<file path="config.mk">
export PLATFORM = sky130hd
export DESIGN_NAME = tff_updown_counter
export DESIGN_NICKNAME = d
export VERILOG_FILES = /design/src/rtl/counter_pkg.sv /design/src/rtl/tff_cell.sv /design/src/rtl/tff_updown_counter.sv
export SDC_FILE = /design/constraint.sdc
export NUM_CORES = 1
export LEC_CHECK = 0
export CELL_PAD_IN_SITES_DETAIL_PLACEMENT = 1
export CELL_PAD_IN_SITES_GLOBAL_PLACEMENT = 2
export CORE_UTILIZATION = 24
export DETAILED_ROUTE_END_ITERATION = 10
export PLACE_DENSITY_LB_ADDON = 0.1
export SLEW_MARGIN = 15
export SYNTH_ARGS = -nofsm -noshare
export SYNTH_HDL_FRONTEND = slang
export SYNTH_HIERARCHICAL = 1
export SYNTH_SLANG_ARGS = --single-unit
</file>
<file path="constraint.sdc">
create_clock -name clk -period 2.5 [get_ports clk]
set_clock_uncertainty 0.1 [all_clocks]
set_input_delay 0.75 -clock clk [delete_from_list [all_inputs] [get_ports clk]]
set_output_delay 0.75 -clock clk [all_outputs]
set_load 0.01 [all_outputs]
</file>
<file path="src/rtl/counter_pkg.sv">
// rtl/counter_pkg.sv - shared constants and helpers for the toggle-cell counter
package counter_pkg;

    localparam logic DIR_UP   = 1'b1;
    localparam logic DIR_DOWN = 1'b0;

    // Widest counter the helper serves; callers zero-extend into it.
    localparam int CLAMP_W = 32;

    // Saturate a parallel-load value to the top of the count range.
    function automatic logic [CLAMP_W-1:0] clamp_load(input logic [CLAMP_W-1:0] d,
                                                      input logic [CLAMP_W-1:0] max);
        return (d > max) ? max : d;
    endfunction

endpackage

</file>
<file path="src/rtl/tff_cell.sv">
// rtl/tff_cell.sv - single T-type toggle storage bit with load override
module tff_cell (
    input  logic clk,
    input  logic rst_n,
    input  logic t,
    input  logic ld,
    input  logic ld_val,
    output logic q
);

    // Load wins over toggle; with neither asserted the bit holds.
    always_ff @(posedge clk or negedge rst_n) begin
        if (!rst_n) begin
            q <= 1'b0;
        end else if (ld) begin
            q <= ld_val;
        end else if (t) begin
            q <= ~q;
        end
    end

endmodule

</file>
<file path="src/rtl/tff_updown_counter.sv">
// rtl/tff_updown_counter.sv - modulo-N up/down counter built from toggle cells
module tff_updown_counter
    import counter_pkg::*;
#(
    parameter int WIDTH  = 4,
    parameter int MODULO = 16
) (
    input  logic             clk,
    input  logic             rst_n,
    input  logic             en,
    input  logic             up,
    input  logic             load,
    input  logic [WIDTH-1:0] d,
    output logic [WIDTH-1:0] q,
    output logic             tc,
    output logic             wrap
);

    localparam logic [WIDTH-1:0] MAX = WIDTH'(MODULO - 1);

    logic [WIDTH-1:0] q_eff;
    logic [WIDTH-1:0] ld_val;
    logic [WIDTH-1:0] next_q;
    logic [WIDTH-1:0] t;
    logic             step_wrap;

    // Next count: out-of-range states are folded onto MAX so one step re-enters range.
    // The load value is gated by load so an undriven d cannot leak into the toggles.
    always_comb begin
        q_eff  = (q > MAX) ? MAX : q;
        ld_val = '0;
        if (load) begin
            ld_val = WIDTH'(clamp_load(CLAMP_W'(d), CLAMP_W'(MAX)));
        end
        next_q = q;
        if (load) begin
            next_q = ld_val;
        end else if (en) begin
            if (up == DIR_UP) begin
                next_q = (q_eff == MAX) ? '0 : q_eff + 1'b1;
            end else begin
                next_q = (q == '0) ? MAX : q_eff - 1'b1;
            end
        end
        t = q ^ next_q;
    end

    // Terminal count and the wrap decision for the coming edge.
    always_comb begin
        tc        = en & ~load & ((up == DIR_UP) ? (q == MAX) : (q == '0));
        step_wrap = en & ~load & ((up == DIR_UP) ? (q_eff == MAX) : (q == '0));
    end

    // One toggle cell per count bit; each bit changes only when its toggle is set.
    for (genvar i = 0; i < WIDTH; i++) begin : g_cell
        tff_cell u_cell (
            .clk    (clk),
            .rst_n  (rst_n),
            .t      (t[i]),
            .ld     (load),
            .ld_val (ld_val[i]),
            .q      (q[i])
        );
    end

    // Registered wrap pulse, high for the cycle after a wrapping step.
    always_ff @(posedge clk or negedge rst_n) begin
        if (!rst_n) begin
            wrap <= 1'b0;
        end else begin
            wrap <= step_wrap;
        end
    end

endmodule

</file>
==> impl_metrics.csv <==
group,metric,value,unit
clock_network,clock_latency,0.24,ns
synthesis,synth_largest_area_cell,"dfrtp_1",
synthesis,synth_nets,67,
sta,max_freq,0.403,GHz
pwr,vdd_ir_drop_max,386,uV
synthesis,ys_ff_latch,5,
global_route,grt_overflow,0,
die,coreArea,1760,sq um
synthesis,async_flop_share,100,%
sta,setup_violations,0,
critical_path,r2r-end,"g_cell[3].u_cell/q",
sta,period_needed,2.48,ns
detailed_routing,avgViaCountPerCell,4.50,
synthesis,synth_edf_count,0,
detailed_routing,drt-total-wl,1410,um
synthesis,synth_top_area_share,27.1,%
sta,worst_pin_slew,0.264,ns
synthesis,yosysMostFrequentCell,"xnor2_1",
outcome,run_status,"finished clean",
hold_path,hp-class,"register to register",
pwr,leakage,0.000338,uW
clock_network,clk_path_buf_depth,2,
detailed_routing,drt-initial-drc-count,1,
layout,fillCellCount,228,
global_route,first_global_vias,495,
pwr,power,696,uW
critical_path,crit_type,"primary input to primary output",
global_route,antenna_found_initial,0,
synthesis,syn_area_per_cell,8.24,sq um
die,dieArea,2100,sq um
die,num_rows,15,
sta,max_slew_margin,82.3,%
pwr,powerDensity,855,nW/um^2
die,pin_count,15,
detailed_routing,wire_per_inst,12.4,um
detailed_routing,ant_nets,0,
clock_network,h-tree-depth,1,
global_route,grt_pass1_wl,2220,um
hold_path,whs_endpoint,"wrap",
synthesis,synthCells,56,
global_route,gr-usage-all-layers,15.2,%
synthesis,ys_warn_count,6,
sta,maxSlewViolCount,0,
synthesis,ys_seq_area_share,27.1,%
hold_path,worstHoldStart,"g_cell[2].u_cell/q",
die,initial_utilization,26.2,%
critical_path,critPathArrivalTime,1.63,ns
layout,nNetsFinal,101,
critical_path,end_kind,"primary output",
critical_path,cp.required,1.65,ns
clock_network,cts_buffers,3,
layout,drive_gt1_share,31.5,%
clock_network,cts_tree,"built",
synthesis,yosysUniqueCellTypes,23,
detailed_routing,drc,0,
sta,hold_viol,0,
place,place_congestion,0.791,
detailed_routing,vias,513,
critical_path,rr_worst_depth,8,
flow_run,cap_violations,0,
synthesis,synth.top_cells.by_area,"dfrtp_1, xnor2_1, nand2_1",
die,die_x,45.9,um
layout,utilization,46.1,%
critical_path,start_kind,"primary input",
hold_path,whs_path_depth,3,
layout,antenna_cells,0,
critical_path,ff2ff_setup_slack,0.30,ns
synthesis,synth.cell_area,462,sq um
detailed_routing,drt-pass1-iter-count,2,
clock_network,cts_hold_buf,0,
global_route,grt_max_degree,15,
clock_network,cts.reportedPaths.clkPinSlew,0.05,ns
synthesis,synthFlopType,"dfrtp_1",
place,dpl.hpwl,1140,um
clock_network,numClockSinks,5,
die,die_h,45.9,um
critical_path,cp_max_fo,2,
synthesis,ys_top_cells_by_count,"xnor2_1, nand2_1, dfrtp_1, and2_1, o21ai_1",
layout,syn_to_final_growth,76.2,%
critical_path,reg2reg_from,"g_cell[1].u_cell/q",
sta,period_share,99.2,%
clock_network,cts_root_buf,"clkbuf_4",
place,port_buffers,14,
sequential cells by signal (all words and copies together), names as in the netlist:
register	cells
g_cell.u_cell/q	4
wrap	1
cells by family after synthesis:
kind of cell	Yosys count	share of synthesized area, %
buffers and inverters	3	2.44
AND/OR/NAND/NOR	20	23.0
adder cells (fa/ha/maj)	2	5.42
XOR/XNOR	9	17.1
AO/OA/AOI/OAI	17	24.9
flip-flops	5	27.1
metrics by stage:
step	setup slack, ns	instances	hold slack [ns]	instance area, sq um	TNS, ns
after floorplan	0.201	56	0.354	462	0
after global placement	-0.783	108	0.488	731	-0.783
after detailed placement	-0.819	108	0.506	731	-0.839
after CTS	-0.0159	114	0.590	787	-0.0159
after global routing	-0.0162	114	0.618	813	-0.0162
final	0.0207	114	0.585	813	0
layout by cell type, fill, tap and decap left out:
cell type and instances:
buf_4 15, xnor2_1 9, o21ai_0 2, o31ai_1 1
clkbuf_1 1, a21boi_0 1, clkdlybuf4s50_1 12, o22ai_1 1
and2_1 4, nor2_1 2, a21o_1 1, nand2_2 1
nand2_1 6, nand2b_1 2, o311a_1 1, o32a_1 1
or4b_1 1, o21ai_1 4, o22ai_2 1, a21oi_1 2
clkbuf_4 3, or3_4 1, o2111ai_1 1, buf_6 2
ha_4 1, a21oi_4 1, ha_1 1, nand2b_4 1
inv_1 1, dfrtp_1 5, nand4_1 1, inv_2 2
nor2b_1 1
routing by layer:
metal  wire length (um)  vias to the layer above  GRT usage, %  share of wire, %
li1                   -                      266             -                 -
met1                639                      234          18.5                45
met2                728                       11          26.5                52
met3                 29                        2          2.38               2.1
met4                 12                        0          5.29              0.85
met5                  0                        -             0                 0
report_power, final:
group	switching, uW	internal [uW]
combinational	210	271
clock	33.4	60.4
sequential	14.7	106
total	258	437
layout make-up:
| class | count | area (sq um) | share of cell area, % |
|---|---|---|---|
| inverter | 3 | 11.3 | 1.38 |
| multi-input combinational | 48 | 364 | 44.8 |
| sequential | 5 | 125 | 15.4 |
| tap | 25 | 31.3 | 3.85 |
| timing repair buffer | 29 | 255 | 31.4 |
| clock buffer | 4 | 26.3 | 3.23 |
what timing repair did:
action | in CTS | in global routing
gates cloned | 0 | 0
buffers inserted | 2 | 0
endpoints found under the hold margin | 0 | 0
pin swaps | 2 | 1
resized for setup | 13 | 6
setup endpoints to repair | 1 | 1
worst max-delay path, cell delays in order:
cell	delay [ns]
clkdlybuf4s50_1	0.42
inv_1	0.11
nand2_2	0.09
a21oi_4	0.13
buf_6	0.12
how the worst max path moves through the flow:
stage | start | to
6_report | load | tc
5_1_grt | load | tc
4_1_cts | up | tc
3_5_place_dp | up | tc
3_3_place_gp | up | tc
2_1_floorplan | up | tc
(Power assumes the default switching activity.)
